**config.mk**
```make
export PLATFORM = sky130hd
export DESIGN_NAME = mips_cpu_lsu_flat
export DESIGN_NICKNAME = d
export VERILOG_FILES = /design/src/rtl/mips_bus_pkg.sv /design/src/rtl/mips_cpu_lsu_if.sv /design/src/rtl/mips_bus_lane_align.sv /design/src/rtl/mips_cpu_lsu.sv /design/src/flat_wrapper.sv
export SDC_FILE = /design/constraint.sdc
export NUM_CORES = 1
export LEC_CHECK = 0
export ABC_AREA = 1
export BUFFER_PORTS_ARGS = -buffer_cell sky130_fd_sc_hd__buf_2
export CORE_MARGIN = 1
export CORE_UTILIZATION = 54
export DETAILED_ROUTE_END_ITERATION = 16
export PLACE_DENSITY_LB_ADDON = 0.25
export SYNTH_ARGS = -nofsm -noshare
export SYNTH_HDL_FRONTEND = slang
export SYNTH_HIERARCHICAL = 1
export SYNTH_SLANG_ARGS = --single-unit
```
**constraint.sdc**
```tcl
create_clock -name clk -period 2.8 [get_ports clk]
set_clock_uncertainty 0.15 [all_clocks]
set_input_delay 0.42 -clock clk [delete_from_list [all_inputs] [get_ports clk]]
set_output_delay 0.42 -clock clk [all_outputs]
set_load 0.03 [all_outputs]
```
**src/rtl/mips_bus_pkg.sv**
```systemverilog
// Shared types and helpers for the MIPS core's Avalon-MM load/store path.
package mips_bus_pkg;

  typedef enum logic [3:0] {
    OP_FETCH = 4'd0,
    OP_LB    = 4'd1,
    OP_LBU   = 4'd2,
    OP_LH    = 4'd3,
    OP_LHU   = 4'd4,
    OP_LW    = 4'd5,
    OP_LWL   = 4'd6,
    OP_LWR   = 4'd7,
    OP_SB    = 4'd8,
    OP_SH    = 4'd9,
    OP_SW    = 4'd10
  } lsu_op_t;

  typedef enum logic [1:0] {
    ST_IDLE = 2'd0,
    ST_BUS  = 2'd1,
    ST_RESP = 2'd2
  } lsu_state_t;

  // Byte offset within the word -> physical byte lane on the bus.
  function automatic logic [1:0] lane_sel(input logic [1:0] ofs, input bit little_endian);
    return little_endian ? ofs : 2'd3 - ofs;
  endfunction

  function automatic logic op_legal(input lsu_op_t op);
    return op <= OP_SW;
  endfunction

  function automatic logic op_is_store(input lsu_op_t op);
    return (op == OP_SB) || (op == OP_SH) || (op == OP_SW);
  endfunction

  function automatic logic op_misaligned(input lsu_op_t op, input logic [1:0] ofs);
    logic bad;
    bad = 1'b0;
    case (op)
      OP_LH, OP_LHU, OP_SH:  bad = ofs[0];
      OP_FETCH, OP_LW, OP_SW: bad = (ofs != 2'd0);
      default:                bad = 1'b0;
    endcase
    return bad;
  endfunction

endpackage

```
**src/rtl/mips_cpu_lsu_if.sv**
```systemverilog
// Avalon-MM bus between the load/store unit (master) and memory (slave).
interface mips_cpu_lsu_if #(
  parameter int ADDR_W = 32
);
  logic [ADDR_W-1:0] address;
  logic              read;
  logic              write;
  logic              waitrequest;
  logic [31:0]       writedata;
  logic [3:0]        byteenable;
  logic [31:0]       readdata;

  modport master (
    output address, read, write, writedata, byteenable,
    input  waitrequest, readdata
  );

  modport slave (
    input  address, read, write, writedata, byteenable,
    output waitrequest, readdata
  );
endinterface

```
**src/rtl/mips_bus_lane_align.sv**
```systemverilog
// Combinational byte-lane steering: byteenable, replicated store data and formatted load result.
module mips_bus_lane_align
  import mips_bus_pkg::*;
#(
  parameter bit LITTLE_ENDIAN = 1'b1
) (
  input  lsu_op_t     op,
  input  logic [1:0]  ofs,
  input  logic [31:0] st_data,
  input  logic [31:0] rd_data,
  input  logic [31:0] rt_old,
  output logic [3:0]  be,
  output logic [31:0] wr_data,
  output logic [31:0] ld_data
);

  logic [1:0]          bl;
  logic                hl;
  logic [1:0]          mo;
  logic [4:0]          sh;
  logic signed [7:0]   byte_s;
  logic signed [15:0]  half_s;

  always_comb begin
    be      = 4'b0000;
    wr_data = 32'd0;
    ld_data = 32'd0;
    sh      = 5'd0;
    bl      = lane_sel(ofs, LITTLE_ENDIAN);
    hl      = LITTLE_ENDIAN ? ofs[1] : ~ofs[1];
    // Unaligned-word merges count offsets from the other end on a big-endian bus.
    mo      = LITTLE_ENDIAN ? ofs : 2'd3 - ofs;
    byte_s  = rd_data[8*bl +: 8];
    half_s  = rd_data[16*hl +: 16];

    case (op)
      OP_FETCH, OP_LW: begin
        be      = 4'b1111;
        ld_data = rd_data;
      end
      OP_LB, OP_LBU: begin
        be      = 4'b0001 << bl;
        ld_data = (op == OP_LB) ? 32'(byte_s) : {24'd0, byte_s};
      end
      OP_LH, OP_LHU: begin
        be      = hl ? 4'b1100 : 4'b0011;
        ld_data = (op == OP_LH) ? 32'(half_s) : {16'd0, half_s};
      end
      OP_LWL: begin
        be      = 4'((5'd2 << mo) - 5'd1);
        sh      = {2'd3 - mo, 3'b000};
        ld_data = (rd_data << sh) | (rt_old & ((32'd1 << sh) - 32'd1));
      end
      OP_LWR: begin
        be      = 4'(4'hF << mo);
        sh      = {mo, 3'b000};
        ld_data = (rd_data >> sh) | (rt_old & ~(32'hFFFF_FFFF >> sh));
      end
      OP_SB: begin
        be      = 4'b0001 << bl;
        wr_data = {4{st_data[7:0]}};
      end
      OP_SH: begin
        be      = hl ? 4'b1100 : 4'b0011;
        wr_data = {2{st_data[15:0]}};
      end
      OP_SW: begin
        be      = 4'b1111;
        wr_data = st_data;
      end
      default: ;
    endcase
  end

endmodule

```
**src/rtl/mips_cpu_lsu.sv**
```systemverilog
// Load/store unit: single-outstanding Avalon-MM master for the multicycle MIPS core.
module mips_cpu_lsu
  import mips_bus_pkg::*;
#(
  parameter int ADDR_W        = 32,
  parameter bit LITTLE_ENDIAN = 1'b1,
  parameter bit ALIGN_CHECK   = 1'b1,
  parameter int TIMEOUT       = 255
) (
  input  logic              clk,
  input  logic              rst,
  input  logic              req_valid,
  output logic              req_ready,
  input  lsu_op_t           req_op,
  input  logic [ADDR_W-1:0] req_addr,
  input  logic [31:0]       req_wdata,
  input  logic [31:0]       req_rt_old,
  output logic              resp_valid,
  output logic [31:0]       resp_rdata,
  output logic              resp_err,
  mips_cpu_lsu_if.master    bus
);

  localparam int CNT_W = (TIMEOUT > 0) ? $clog2(TIMEOUT + 1) : 1;

  lsu_state_t        state, state_n;
  lsu_op_t           op_q;
  logic [ADDR_W-1:0] addr_q;
  logic [31:0]       wdata_q, rt_old_q;
  logic [CNT_W-1:0]  tmo_cnt;
  logic              err_q;
  logic              accept, req_bad, timed_out, is_store_q, in_bus;
  logic [3:0]        be;
  logic [31:0]       wr_data, ld_data;

  assign accept     = req_valid && req_ready;
  assign req_bad    = !op_legal(req_op) || (ALIGN_CHECK && op_misaligned(req_op, req_addr[1:0]));
  assign timed_out  = (TIMEOUT != 0) && bus.waitrequest && ((int'(tmo_cnt) + 1) >= TIMEOUT);
  assign is_store_q = op_is_store(op_q);
  assign in_bus     = (state == ST_BUS);

  mips_bus_lane_align #(.LITTLE_ENDIAN(LITTLE_ENDIAN)) u_align (
    .op      (op_q),
    .ofs     (addr_q[1:0]),
    .st_data (wdata_q),
    .rd_data (bus.readdata),
    .rt_old  (rt_old_q),
    .be      (be),
    .wr_data (wr_data),
    .ld_data (ld_data)
  );

  always_comb begin
    state_n = state;
    case (state)
      ST_IDLE: if (accept) state_n = req_bad ? ST_RESP : ST_BUS;
      ST_BUS:  if (!bus.waitrequest || timed_out) state_n = ST_RESP;
      ST_RESP: state_n = ST_IDLE;
      default: state_n = ST_IDLE;
    endcase
  end

  // Control and externally visible state: cleared by reset.
  always_ff @(posedge clk) begin
    if (rst) begin
      state      <= ST_IDLE;
      tmo_cnt    <= '0;
      err_q      <= 1'b0;
      addr_q     <= '0;
      resp_rdata <= 32'd0;
    end else begin
      state <= state_n;
      case (state)
        ST_IDLE: if (accept) begin
          addr_q     <= req_addr;
          tmo_cnt    <= '0;
          err_q      <= req_bad;
          resp_rdata <= 32'd0;
        end
        ST_BUS: begin
          if (!bus.waitrequest) begin
            err_q      <= 1'b0;
            resp_rdata <= is_store_q ? 32'd0 : ld_data;
          end else if (timed_out) begin
            err_q      <= 1'b1;
            resp_rdata <= 32'd0;
          end else if (tmo_cnt != '1) begin
            tmo_cnt <= tmo_cnt + 1'b1;
          end
        end
        default: ;
      endcase
    end
  end

  // Request payload: only observed while a transaction is in flight.
  always_ff @(posedge clk) begin
    if (accept) begin
      op_q     <= req_op;
      wdata_q  <= req_wdata;
      rt_old_q <= req_rt_old;
    end
  end

  assign req_ready      = (state == ST_IDLE) && !rst;
  assign resp_valid     = (state == ST_RESP);
  assign resp_err       = resp_valid && err_q;
  assign bus.address    = {addr_q[ADDR_W-1:2], 2'b00};
  assign bus.read       = in_bus && !is_store_q;
  assign bus.write      = in_bus && is_store_q;
  assign bus.byteenable = in_bus ? be : 4'b0000;
  assign bus.writedata  = in_bus ? wr_data : 32'd0;

endmodule
```
**src/flat_wrapper.sv**
```systemverilog
// flat-port wrapper written by rule: the top's interface ports become plain ports
module mips_cpu_lsu_flat import mips_bus_pkg::*;
#(
  parameter int ADDR_W        = 32,
  parameter bit LITTLE_ENDIAN = 1'b1,
  parameter bit ALIGN_CHECK   = 1'b1,
  parameter int TIMEOUT       = 255
)
  (clk, rst, req_valid, req_ready, req_op, req_addr, req_wdata, req_rt_old, resp_valid, resp_rdata, resp_err, bus_address, bus_read, bus_write, bus_writedata, bus_byteenable, bus_waitrequest, bus_readdata);
  mips_cpu_lsu_if #(.ADDR_W(ADDR_W)) bus_i ();
  input  logic clk;
  input  logic rst;
  input  logic req_valid;
  output logic req_ready;
  input  lsu_op_t req_op;
  input  logic [ADDR_W-1:0] req_addr;
  input  logic [31:0] req_wdata;
  input  logic [31:0] req_rt_old;
  output logic resp_valid;
  output logic [31:0] resp_rdata;
  output logic resp_err;
  output wire logic [$bits(bus_i.address)-1:0] bus_address;
  output wire logic [$bits(bus_i.read)-1:0] bus_read;
  output wire logic [$bits(bus_i.write)-1:0] bus_write;
  output wire logic [$bits(bus_i.writedata)-1:0] bus_writedata;
  output wire logic [$bits(bus_i.byteenable)-1:0] bus_byteenable;
  input wire logic [$bits(bus_i.waitrequest)-1:0] bus_waitrequest;
  input wire logic [$bits(bus_i.readdata)-1:0] bus_readdata;
  assign bus_address = bus_i.address;
  assign bus_read = bus_i.read;
  assign bus_write = bus_i.write;
  assign bus_writedata = bus_i.writedata;
  assign bus_byteenable = bus_i.byteenable;
  assign bus_i.waitrequest = bus_waitrequest;
  assign bus_i.readdata = bus_readdata;
  mips_cpu_lsu #(.ADDR_W(ADDR_W), .LITTLE_ENDIAN(LITTLE_ENDIAN), .ALIGN_CHECK(ALIGN_CHECK), .TIMEOUT(TIMEOUT)) u_core (.clk(clk), .rst(rst), .req_valid(req_valid), .req_ready(req_ready), .req_op(req_op), .req_addr(req_addr), .req_wdata(req_wdata), .req_rt_old(req_rt_old), .resp_valid(resp_valid), .resp_rdata(resp_rdata), .resp_err(resp_err), .bus(bus_i));
endmodule
```
==> results.tsv <==
stage	metric	value	unit
status	outcome	complete, no violations	
final_layout	areaGrowthSynthToFinish	20.1	%
synth	syn_avg_cell_area	6.68	µm²
synth	ys_ff_latch	143	
synth	seq_area_frac_synth	39.3	%
timing	fin_crit_sh	96.3	%
final_layout	n_fill_cell	1469	
synth	synth_edf_count	68	
pwr	power_density	676	mW/mm²
grt	grt_max_degree	71	
hold_path	hold_depth	1	
synth	syn-instance-count	1350	
flow_run	max_cap_viol_count	0	
timing	slew_viol_final	0	
clock_network	clk_pin_slew	0.07	ns
floorplanning	core_area	0.0161	mm²
timing	relSlewSlack	48.2	%
route	drtIter0Drc	830	
synth	ys_top_cells_by_area	edfxtp_1, nand2_1, dfxtp_1	
setup_path	cpPeakStageDelay	0.54	ns
grt	grt-ovfl-total	0	
placed_design	dp.cells	1725	
synth	ys_top_cells_by_count	nand2_1, nor2_1, inv_1	
synth	synth_largest_area_cell	edfxtp_1	
synth	synth.top_cell.area_share	22.6	%
synth	synth.distinct_cells	36	
synth	synthArstFlopShare	0	%
grt	grt_use_total	30.4	%
placed_design	dpl.hpwl	18700	µm
setup_path	r2r_end	u_core/resp_rdata[3]$_SDFFE_PP0P_	
hold_path	hp-class	in2reg	
route	wirelength	26500	µm
timing	rsz0062_at_grt	true	
clock_network	clock-root-buffer	clkbuf_16	
clock_network	clock_tree.htree_level_count	4	
clock_network	cts-buffers-inserted	17	
setup_path	path_max_fanout	13	
hold_path	hold_end	u_core/wdata_q[30]$_DFFE_PP_	
hold_path	hp-start	req_wdata[30]	
timing	setup_viol	0	
synth	synthFlopType	dfxtp_1	
route	avgViaCountPerCell	5.29	
timing	max_slew.worst_pin.slew	0.777	ns
floorplanning	die_height	131	µm
clock_network	clock_latency	0.43	ns
floorplanning	die_area	0.0172	mm²
final_layout	nNetsFinal	1684	
setup_path	start_kind	flip-flop	
setup_path	r2r_slack	0.43	ns
setup_path	crit_chain	buf_4, nor2_2, buf_6, nand3_1, o21ai_0, inv_1, nor2_1, clkbuf_4	
clock_network	clock_sinks	143	
final_layout	instances_no_fill	1778	
floorplanning	rows	46	
synth	yosys_warnings	6	
setup_path	worstPathArrival	2.13	ns
grt	grt_pass1_wl	41700	µm
setup_path	worstPathRequired	2.23	ns
timing	fin_worst_hold_slack	0.0119	ns
timing	hold_viol_final	0	
route	ant_nets	0	
setup_path	worstSetupPathType	reg2out	
setup_path	end_kind	output port	
synth	synthesis.area	0.00902	mm²
route	drc	0	
setup_path	r2r_cells	11	
pwr	irDropWorstVdd	0.486	mV
setup_path	r2r-start	u_core/tmo_cnt[0]$_SDFFE_PP0P_	
setup_path	path_depth	8	
floorplanning	ios	241	
grt	antenna_found_initial	4	
grt	grt_pass1_vias	8673	
timing	period_needed	2.70	ns
pwr	p_leak	0.00528	µW
setup_path	cp_slowest_cell	edfxtp_1	
final_layout	layout-drive-gt1-share	23.1	%
setup_path	path_delay_family	buffers and inverters	
floorplanning	initial_core_util	56.0	%
placed_design	gp_congestion	0.970	
clock_network	cts_buffer_depth	2	
clock_network	cts_tree	done	
setup_path	cp.buffers_inverters	4	
timing	setup_tns	0	ns
floorplanning	dieWidth	131	µm
synth	synth.most_common_cell	nand2_1	
route	dr_total_vias	9405	
route	post_drt_wl_per_cell	14.9	µm
placed_design	port_buffers	238	
pwr	power	7330	µW
timing	max_freq	371	MHz
route	dr.pass1.iters	6	
## final cells by class
| class | instances | area, µm² | share of cell area (%) |
|---|---|---|---|
| diodes | 5 | 12.5 | 0.115 |
| clock buffers | 18 | 429 | 3.96 |
| clock inverters | 14 | 149 | 1.37 |
| inverters | 133 | 507 | 4.68 |
| multi-input cells | 969 | 4320 | 39.9 |
| flip-flops and latches | 143 | 3540 | 32.7 |
| well taps | 216 | 270 | 2.49 |
| repair buffers | 280 | 1600 | 14.8 |
## what timing repair did
| item | CTS | global route |
|---|---|---|
| hold buffers | 7 | 1 |
| pin swaps | 1 | 2 |
| endpoints found under the setup margin | 1 | 27 |
| gates resized for setup | 0 | 18 |
| buffers inserted | 0 | 8 |
| endpoints found under the hold margin | 7 | 1 |
## worst max path at each step
| stage | slack, ns | endpoint | start |
|---|---|---|---|
| finish | 0.10 | bus_writedata[20] | u_core/op_q[0]$_DFFE_PP_ |
| global route | -0.04 | bus_byteenable[1] | u_core/op_q[3]$_DFFE_PP_ |
| CTS | 0.01 | bus_byteenable[1] | u_core/op_q[1]$_DFFE_PP_ |
| detailed placement | 0.45 | bus_byteenable[3] | u_core/op_q[1]$_DFFE_PP_ |
| global placement | 0.47 | u_core/resp_rdata[19]$_SDFFE_PP0P_ | u_core/tmo_cnt[0]$_SDFFE_PP0P_ |
| floorplan | 0.35 | u_core/op_q[0]$_DFFE_PP_ | rst |
## cell families (layout without fill, tap and decap cells)
family                   count (synthesis)  count (layout)  share of synthesized area (%)
XOR/XNOR                                 1               1                         0.0971
buffers and inverters                  239             445                           13.1
other                                    1               7                         0.0416
AO/OA/AOI/OAI                          169             169                           10.8
AND/OR/NAND/NOR                        793             793                           36.2
adder cells (fa/ha/maj)                  4               4                          0.555
flip-flops                             143             143                           39.3
## power by group
part | switching, µW | total, µW | leakage, µW | internal (µW)
Clock | 999 | 2260 | 0.000272 | 1260
Sequential | 176 | 2680 | 0.00125 | 2500
Combinational | 1620 | 2390 | 0.00376 | 770
## state kept, by name, indices dropped and copies added, names as in the netlist
signal             flops
u_core/addr_q         32
u_core/resp_rdata     32
u_core/rt_old_q       32
u_core/wdata_q        32
u_core/tmo_cnt         8
u_core/op_q            4
u_core/state           2
u_core/err_q           1
## metal layers
metal  track usage [%]  vias to the layer above  routed length (µm)
met5                 0                        -                   0
met4              18.2                        0                1200
met3              7.75                       71                2330
met2              51.0                      483               12800
met1              34.9                     4189               10100
li1                  -                     4662                   -
## placed cells by master, fill, tap and decap left out, types with 5 or more instances in the layout
cell type	synthesis	layout
buf_4	45	28
a21oi_2	20	20
inv_1	124	123
inv_2	8	6
dlygate4sd3_1	0	8
a21oi_1	60	60
clkinvlp_4	0	5
diode_2	0	5
dfxtp_1	75	74
nand2_2	8	13
nor2_2	4	5
o22ai_1	14	14
clkbuf_16	0	17
nand3_1	117	117
nand4_1	8	8
o21ai_0	62	62
o211ai_1	9	9
nand2_1	480	475
buf_2	34	233
edfxtp_1	68	68
nor2_1	156	154
and2_1	6	6
## stage by stage
stage | setup WS, ns | area (µm²) | utilization, %
finish | 0.102 | 10800 | 67.2
global route | -0.0354 | 10800 | 67.2
CTS | 0.0148 | 10700 | 66.3
detailed placement | 0.448 | 10000 | 62.3
global placement | 0.475 | 10000 | 62.3
floorplan | 0.346 | 9020 | -
Power figures use the tool's default switching activity.
